<file path="config.mk">
export PLATFORM = sky130hd
export DESIGN_NAME = ub_bank_scheduler
export DESIGN_NICKNAME = d
export VERILOG_FILES = /design/src/rtl/ub_pkg.sv /design/src/rtl/ub_rr_arb2.sv /design/src/rtl/ub_bank_scheduler.sv
export SDC_FILE = /design/constraint.sdc
export NUM_CORES = 1
export LEC_CHECK = 0
export ABC_AREA = 1
export CORE_AREA = 2 2 152 154
export CTS_CLUSTER_SIZE = 16
export DETAILED_ROUTE_END_ITERATION = 6
export DIE_AREA = 0 0 154 156
export MAX_ROUTING_LAYER = met4
export PLACE_DENSITY = 0.56
export RECOVER_POWER = 100
export SYNTH_ARGS = -nofsm -noshare
export SYNTH_HDL_FRONTEND = slang
export SYNTH_SLANG_ARGS = --single-unit
</file>
<file path="constraint.sdc">
create_clock -name clk -period 1.7 [get_ports clk]
set_input_delay 0.34 -clock clk [delete_from_list [all_inputs] [get_ports clk]]
set_output_delay 0.34 -clock clk [all_outputs]
set_load 0.05 [all_outputs]
</file>
<file path="src/rtl/ub_pkg.sv">
// Shared constants and type definitions for the unified-buffer bank scheduler.
package ub_pkg;

    localparam int UB_ADDR_W = 8;
    localparam int UB_DATA_W = 64;

    typedef enum logic [1:0] {
        IDLE,
        DRAIN,
        SWAP
    } ub_state_t;

    typedef enum logic {
        REQ_COMPUTE,
        REQ_DMA
    } ub_req_id_t;

endpackage

</file>
<file path="src/rtl/ub_rr_arb2.sv">
// Two-way round-robin arbiter (compute vs DMA) with a registered priority pointer.
module ub_rr_arb2
    import ub_pkg::*;
(
    input  logic clk,
    input  logic rst,
    input  logic en,
    input  logic req_compute,
    input  logic req_dma,
    output logic gnt_compute,
    output logic gnt_dma
);

    ub_req_id_t prio;
    logic       contended;

    assign contended   = en && req_compute && req_dma;
    assign gnt_compute = en && req_compute && (!req_dma || (prio == REQ_COMPUTE));
    assign gnt_dma     = en && req_dma && (!req_compute || (prio == REQ_DMA));

    // Priority only moves on a contended grant, handing it to the loser.
    always_ff @(posedge clk or posedge rst) begin
        if (rst) begin
            prio <= REQ_COMPUTE;
        end else if (contended) begin
            prio <= gnt_compute ? REQ_DMA : REQ_COMPUTE;
        end
    end

endmodule

</file>
<file path="src/rtl/ub_bank_scheduler.sv">
// Unified-buffer bank scheduler: arbitrates the UB read/write ports and owns the ping-pong swap.
// Define UB_SCHED_STATS_EN to add saturating per-port conflict counters.
module ub_bank_scheduler
    import ub_pkg::*;
#(
    parameter int ADDR_W = UB_ADDR_W,
    parameter int DATA_W = UB_DATA_W
) (
    input  logic              clk,
    input  logic              rst,
    input  logic              sys_rd_req,
    input  logic [ADDR_W-1:0] sys_rd_addr,
    output logic              sys_rd_gnt,
    output logic              sys_rd_vld,
    input  logic              dma_rd_req,
    input  logic [ADDR_W:0]   dma_rd_addr,
    output logic              dma_rd_gnt,
    output logic              dma_rd_vld,
    output logic [DATA_W-1:0] rd_data,
    input  logic              vpu_wr_req,
    input  logic [ADDR_W-1:0] vpu_wr_addr,
    input  logic [DATA_W-1:0] vpu_wr_data,
    output logic              vpu_wr_gnt,
    input  logic              dma_wr_req,
    input  logic [ADDR_W:0]   dma_wr_addr,
    input  logic [DATA_W-1:0] dma_wr_data,
    output logic              dma_wr_gnt,
    input  logic              swap_req,
    output logic              swap_ack,
    output logic              ub_buf_sel,
    output logic              busy,
`ifdef UB_SCHED_STATS_EN
    output logic [15:0]       rd_conflict_cnt,
    output logic [15:0]       wr_conflict_cnt,
`endif
    output logic              ub_rd_en,
    output logic [ADDR_W:0]   ub_rd_addr,
    input  logic [DATA_W-1:0] ub_rd_data,
    output logic              ub_wr_en,
    output logic [ADDR_W:0]   ub_wr_addr,
    output logic [DATA_W-1:0] ub_wr_data
);

    ub_state_t state;
    ub_state_t state_nxt;
    logic      grant_en;
    logic      read_pending;

    // Grants are gated by reset so the outputs read zero while reset is held.
    assign grant_en     = (state == IDLE) && !rst;
    assign read_pending = sys_rd_vld || dma_rd_vld;
    assign busy         = (state != IDLE) || read_pending;
    assign rd_data      = ub_rd_data;

    ub_rr_arb2 u_rd_arb (
        .clk         (clk),
        .rst         (rst),
        .en          (grant_en),
        .req_compute (sys_rd_req),
        .req_dma     (dma_rd_req),
        .gnt_compute (sys_rd_gnt),
        .gnt_dma     (dma_rd_gnt)
    );

    ub_rr_arb2 u_wr_arb (
        .clk         (clk),
        .rst         (rst),
        .en          (grant_en),
        .req_compute (vpu_wr_req),
        .req_dma     (dma_wr_req),
        .gnt_compute (vpu_wr_gnt),
        .gnt_dma     (dma_wr_gnt)
    );

    // Compute reads use the current bank; VPU writes target the opposite one.
    always_comb begin
        ub_rd_en   = sys_rd_gnt || dma_rd_gnt;
        ub_rd_addr = '0;
        if (sys_rd_gnt) begin
            ub_rd_addr = {ub_buf_sel, sys_rd_addr};
        end else if (dma_rd_gnt) begin
            ub_rd_addr = dma_rd_addr;
        end

        ub_wr_en   = vpu_wr_gnt || dma_wr_gnt;
        ub_wr_addr = '0;
        ub_wr_data = '0;
        if (vpu_wr_gnt) begin
            ub_wr_addr = {~ub_buf_sel, vpu_wr_addr};
            ub_wr_data = vpu_wr_data;
        end else if (dma_wr_gnt) begin
            ub_wr_addr = dma_wr_addr;
            ub_wr_data = dma_wr_data;
        end
    end

    always_ff @(posedge clk or posedge rst) begin
        if (rst) begin
            state      <= IDLE;
            ub_buf_sel <= 1'b0;
            sys_rd_vld <= 1'b0;
            dma_rd_vld <= 1'b0;
        end else begin
            state      <= state_nxt;
            sys_rd_vld <= sys_rd_gnt;
            dma_rd_vld <= dma_rd_gnt;
            if (state == SWAP) begin
                ub_buf_sel <= ~ub_buf_sel;
            end
        end
    end

    // DRAIN waits for the in-flight read to land before the bank flips.
    always_comb begin
        state_nxt = state;
        swap_ack  = 1'b0;
        case (state)
            IDLE: begin
                if (swap_req) begin
                    state_nxt = DRAIN;
                end
            end
            DRAIN: begin
                if (!read_pending) begin
                    state_nxt = SWAP;
                end
            end
            SWAP: begin
                swap_ack  = 1'b1;
                state_nxt = IDLE;
            end
            default: state_nxt = IDLE;
        endcase
    end

`ifdef UB_SCHED_STATS_EN
    always_ff @(posedge clk or posedge rst) begin
        if (rst) begin
            rd_conflict_cnt <= '0;
            wr_conflict_cnt <= '0;
        end else begin
            if (sys_rd_req && dma_rd_req && (rd_conflict_cnt != 16'hFFFF)) begin
                rd_conflict_cnt <= rd_conflict_cnt + 16'd1;
            end
            if (vpu_wr_req && dma_wr_req && (wr_conflict_cnt != 16'hFFFF)) begin
                wr_conflict_cnt <= wr_conflict_cnt + 16'd1;
            end
        end
    end
`endif

endmodule

</file>
Yosys cells after proc, flatten, opt, wreduce, memory -nomap -nowiden:

Index checks and enable logic that the tools add are counted.

* add/subtract/negate cells: 0
* multiply operators: 0
* div/mod/pow operators: 0
* order comparisons: 0
* equality and inequality tests: 4
* shift operators: 0
* mux-type cells: 12
* bitwise gates (word level): 3
* reduce and logical (&&, ||, !) cells: 27

Operators with widths (count)
* 2-to-1 mux 64 bit: 2
* 2-to-1 mux 9 bit: 4
* logical AND 1 bit: 11
* logical OR 1 bit: 8
* zero test 1 bit: 5
* 2-to-1 mux 2 bit: 2
* inequality test 2 bit, second input constant: 2
* one-hot mux 2 bit (2 select lines): 1
* 2-to-1 mux 1 bit: 3
* NOT 1 bit: 3
* equality test 2 x 1 -> 1 bit, second input constant: 1
* equality test 2 bit, second input constant: 1
* zero test 2 bit: 1
* AND reduction 2 bit: 1
* nonzero test 2 bit: 1

* register bits after elaboration: 7
* latch bits: 0
* RAM bits: 0
* memory bits (read-only): 0
* bits of input ports: 233
* output and inout bits: 157
* logic and storage cells: 52
* memories kept: 0

Logic depth before layout (Yosys ltp):

Gate-level depths: netlist (run 1).

* depth in word-level cells: 6
* depth in mapped cells: 7
* depth with buffers taken out: 5

Hierarchy:

A second synthesis (run 1) with hierarchy kept.

* cells, all modules: 378
* area, all modules: 1871.8 um2

Modules (own cells, without submodules)
* ub_bank_scheduler: instances 1, cells each 356, area an instance 1734.2 um2, sequential area each 125.1 um2
* ub_rr_arb2: instances 2, cells each 11, area an instance 68.8 um2, sequential area each 25.0 um2

Worst setup path after synthesis (run 1):

OpenSTA, ideal clock, no wires.

* path type: input-to-output
* from: in rst
* to: out ub_rd_en
* arrival time: 1.807 ns
* required time: 1.360 ns
* slack: -0.447 ns
* cell stages on the path: 3
* path buffers: 0
* path through: inv_1 > nand3_1 > o21ai_0

* cells in the longest elaborated chain, start to end: 5
* elaborated cells on any way between the ends: 7
* classes of those cells: reduce/logical (7)

Ends and longest elaborated chain
* from (decl): RTL line ub_bank_scheduler.sv:10 `input logic rst,`
* zero test 1 bit (no line) *
* logical AND 1 bit *: RTL line ub_bank_scheduler.sv:50 `assign grant_en = (state == IDLE) && !rst;`
* logical AND 1 bit (on tied branches) (2 in series): RTL line ub_rr_arb2.sv:18, ub_rr_arb2.sv:19
* logical OR 1 bit *: RTL line ub_bank_scheduler.sv:77 `ub_rd_en = sys_rd_gnt || dma_rd_gnt;`
* to (decl): RTL line ub_bank_scheduler.sv:36 `output logic ub_rd_en,`

Mark *: on every way between the ends. The rest lies on a longest branch, timed or not.

Worst setup path after layout (run 1):

* from: reg state[1]
* to: out ub_rd_addr[6]

* cells in the longest elaborated chain, start to end: 6
* elaborated cells on any way between the ends: 8
* classes of those cells: mux (2); reduce/logical (6)

Ends and longest elaborated chain
* from (decl): RTL line ub_bank_scheduler.sv:44 `ub_state_t state;`
* from (signal assigned): RTL line ub_bank_scheduler.sv:104 `state <= state_nxt;`
* zero test 2 bit *: RTL line ub_bank_scheduler.sv:50
* logical AND 1 bit *: RTL line ub_bank_scheduler.sv:50
* logical AND 1 bit (2 in series): RTL line ub_rr_arb2.sv:19 `assign gnt_dma = en && req_dma && (!req_compute || (prio == REQ_DMA));`
* 2-to-1 mux 9 bit: RTL line ub_bank_scheduler.sv:81 `end else if (dma_rd_gnt) begin`
* 2-to-1 mux 9 bit *: RTL line ub_bank_scheduler.sv:79 `if (sys_rd_gnt) begin`
* to (decl): RTL line ub_bank_scheduler.sv:37 `output logic [ADDR_W:0] ub_rd_addr,`

Marked as above.

==> results.sh, run 1 <==
export IMPL_worstSetupEndpointType="output pin"
export IMPL_dr_pass1_iters=4
export IMPL_setup_viol_count_final=88
export IMPL_yosysMostFrequentCell="nand2_1"
export IMPL_synth_edff_count=0
export IMPL_ir_drop_mv=0.699
export IMPL_core_area_um2=22400
export IMPL_rows=55
export IMPL_holdBufCountCts=0
export IMPL_cap_violations=0
export IMPL_fmax_mhz=488
export IMPL_dieArea_um2=24000
export IMPL_p_leak_nw=2.86
export IMPL_synth_top_area_share_pct=32.5
export IMPL_synth_avg_cell_area_um2=5.28
export IMPL_cts_buffers=3
export IMPL_startpoint_type="register"
export IMPL_syn_cell_area_um2=2040
export IMPL_cpPeakStageDelay_ns=0.39
export IMPL_initial_core_util_pct=9.14
export IMPL_synthArstFlopShare_pct=100
export IMPL_final_util_pct=30.6
export IMPL_status="complete, but fails checks"
export IMPL_ys_seq_area_share_pct=8.57
export IMPL_wl_per_cell_um=15.9
export IMPL_fin_crit_ns=2.05
export IMPL_ant_nets=0
export IMPL_worst_clock_skew_ns=0.00201
export IMPL_diodes=0
export IMPL_netlist_instances=387
export IMPL_yosys_top_cells_count="nand2_1 (177), nand3_1 (84), buf_4 (65)"
export IMPL_finalHoldViolCount=0
export IMPL_p_per_area_nw_per_um2=1060
export IMPL_cp_arrival_ns=1.71
export IMPL_grt_pass1_vias=3280
export IMPL_maxSlewViolCount=0
export IMPL_cp_required_ns=1.36
export IMPL_critPathSlowestCell="dfrtp_1"
export IMPL_clock_latency_ns=0.23
export IMPL_dr_total_vias=3329
export IMPL_placedInstanceArea_um2=5980
export IMPL_synth_cell_types=18
export IMPL_first_iter_violations=100
export IMPL_yosys_warnings=0
export IMPL_period_share_pct=121
export IMPL_hold_class="register to register"
export IMPL_synth_ff_type="dfrtp_1"
export IMPL_worstPathCellList="buf_4 > nor3_4 > buf_12 > clkbuf_16 > nand3_1 > nand2_2 > buf_12"
export IMPL_netlist_top_cells_area="nand2_1 (32%), buf_4 (24%), nand3_1 (21%), dfrtp_1 (8.6%), buf_2 (4.2%)"
export IMPL_cts_htree_levels=1
export IMPL_final_nets=844
export IMPL_gp_congestion=0.722
export IMPL_finalWirelength_um=14200
export IMPL_ios=390
export IMPL_fin_ws_ns=-0.350
export IMPL_io_buffer_count=261
export IMPL_stdcell_area_um2=6850
export IMPL_worstSetupPathType="register to output pin"
export IMPL_finalNonFillerCells=895
export IMPL_gr_usage_all_layers_pct=10.4
export IMPL_violations="setup timing"
export IMPL_overflow=0
export IMPL_ys_ff_latch=7
export IMPL_grt_setup_unrepaired="yes"
export IMPL_reg2reg_depth=7
export IMPL_dpl_cell_count=866
export IMPL_p_total_mw=7.27
export IMPL_syn_to_final_growth_pct=235
export IMPL_antenna_found_initial=0
export IMPL_clkSlewWorstSetupHoldPaths_ns=0.04
export IMPL_fin_tns_setup_ns=-28.07
export IMPL_grt_pass1_wl_um=18700
export IMPL_tightestPinTransition_ns=0.633
export IMPL_max_slew_margin_pct=58.0
export IMPL_clock_sinks=7
export IMPL_tritoncts="built"
export IMPL_yosys_area_top_type="nand2_1"
export IMPL_grt_max_degree=44
export IMPL_die_h_um=156
export IMPL_drive_gt1_share_pct=49.3
export IMPL_syn_nets=620
export IMPL_die_width_um=154
export IMPL_worstPathMaxFanout=10
export IMPL_cts_root_buf="clkbuf_16"
export IMPL_drc=0
export IMPL_cts_path_max_buffers=2
export IMPL_dp_hpwl_um=9800
export IMPL_min_delay_path_depth=2
export IMPL_via_per_inst=3.72
export IMPL_crit_top_cell="buf_12"
state kept, by name (all words and copies together), names as in the netlist:
signal,count
dma_rd_vld,1
state,2
sys_rd_vld,1
u_rd_arb.prio,1
u_wr_arb.prio,1
ub_buf_sel,1
per-layer routing:
| metal | up-vias | wire length [um] | global-route usage (%) |
|---|---|---|---|
| met5 | - | 0 | - |
| met4 | 0 | 346 | 2.89 |
| met3 | 44 | 984 | 2.25 |
| met2 | 182 | 7650 | 19.7 |
| met1 | 1499 | 5220 | 10.9 |
| li1 | 1604 | - | - |
layout make-up:
| type | instances | area [um2] |
|---|---|---|
| Clock buffer | 4 | 78.8 |
| Fill cell | 2310 | 15500 |
| Timing Repair Buffer | 309 | 4180 |
| Tap cell | 285 | 357 |
| Multi-Input combinational cell | 276 | 2000 |
| Sequential cell | 7 | 176 |
| Inverter | 14 | 52.6 |
cells in the final DEF, fill, tap and decap left out:
cell type        count
a21oi_4              1
a22o_1               1
buf_12              94
buf_16               7
buf_4               18
buf_6                9
bufbuf_16            2
clkbuf_1             7
clkbuf_16            7
clkbuf_2             1
clkdlybuf4s50_1    165
dfrtp_1              6
dfrtp_2              1
dlygate4sd2_1        3
inv_1               11
inv_2                3
nand2_1             62
nand2_2             52
nand2_4             63
nand3_1             49
nand3_2             35
nand3_4              1
nor2_1               3
nor2_2               1
nor2_4               2
nor3_1               1
nor3_4               1
o21ai_2              2
or2_2                1
xor2_1               1
critical path: cells and delay by family, from the launching register on:
family	cells	cell delay, ns
flip-flops	1	0.39
AND/OR/NAND/NOR	3	0.41
buffers and inverters	4	0.68
what timing repair did:
action	4_1_cts	5_1_grt
setup endpoints to repair	88	89
setup buffers	13	0
cloned	7	5
resized for setup	72	39
pin swaps	4	1
metrics by stage:
step           hold slack [ns]  setup WS, ns
2_1_floorplan            0.168       -0.0719
3_3_place_gp             0.498        -0.492
3_5_place_dp             0.505        -0.503
4_1_cts                  0.462        -0.415
5_1_grt                  0.535        -0.447
6_report                 0.518        -0.350
logic make-up after synthesis:
family,Yosys count,share of synthesized area [%]
AO/OA/AOI/OAI,4,1.16
flip-flops,7,8.57
AND/OR/NAND/NOR,271,55.9
buffers and inverters,104,33.9
XOR/XNOR,1,0.428
where the power goes:
group          switching, mW  internal (mW)
clock                 0.0881          0.312
combinational           3.49           3.08
sequential            0.0643          0.235
total                   3.64           3.63
final timing paths:
check                           endpoint  slack (ns)     startpoint
max                        ub_rd_addr[6]       -0.35       state[1]
min                        u_wr_arb.prio        0.52  u_wr_arb.prio
max reg2reg                   dma_rd_vld        0.28       state[1]
min reg2reg                u_wr_arb.prio        0.52  u_wr_arb.prio
max in group asynchronous       state[0]        0.78            rst
min in group asynchronous  u_wr_arb.prio        0.62            rst
No activity file was read; power rests on OpenSTA's default activity.
==> inputs of run 2 (changes only) <==
--- a/config.mk
+++ b/config.mk
@@ -7,7 +7,7 @@
 export LEC_CHECK = 0
 export ABC_AREA = 1
 export CORE_AREA = 2 2 152 154
-export CTS_CLUSTER_SIZE = 16
+export CTS_CLUSTER_SIZE = 12
 export DETAILED_ROUTE_END_ITERATION = 6
 export DIE_AREA = 0 0 154 156
 export MAX_ROUTING_LAYER = met4
==> results of run 2 <==
Final layout, timing and power as in run 1 (identical DEF).
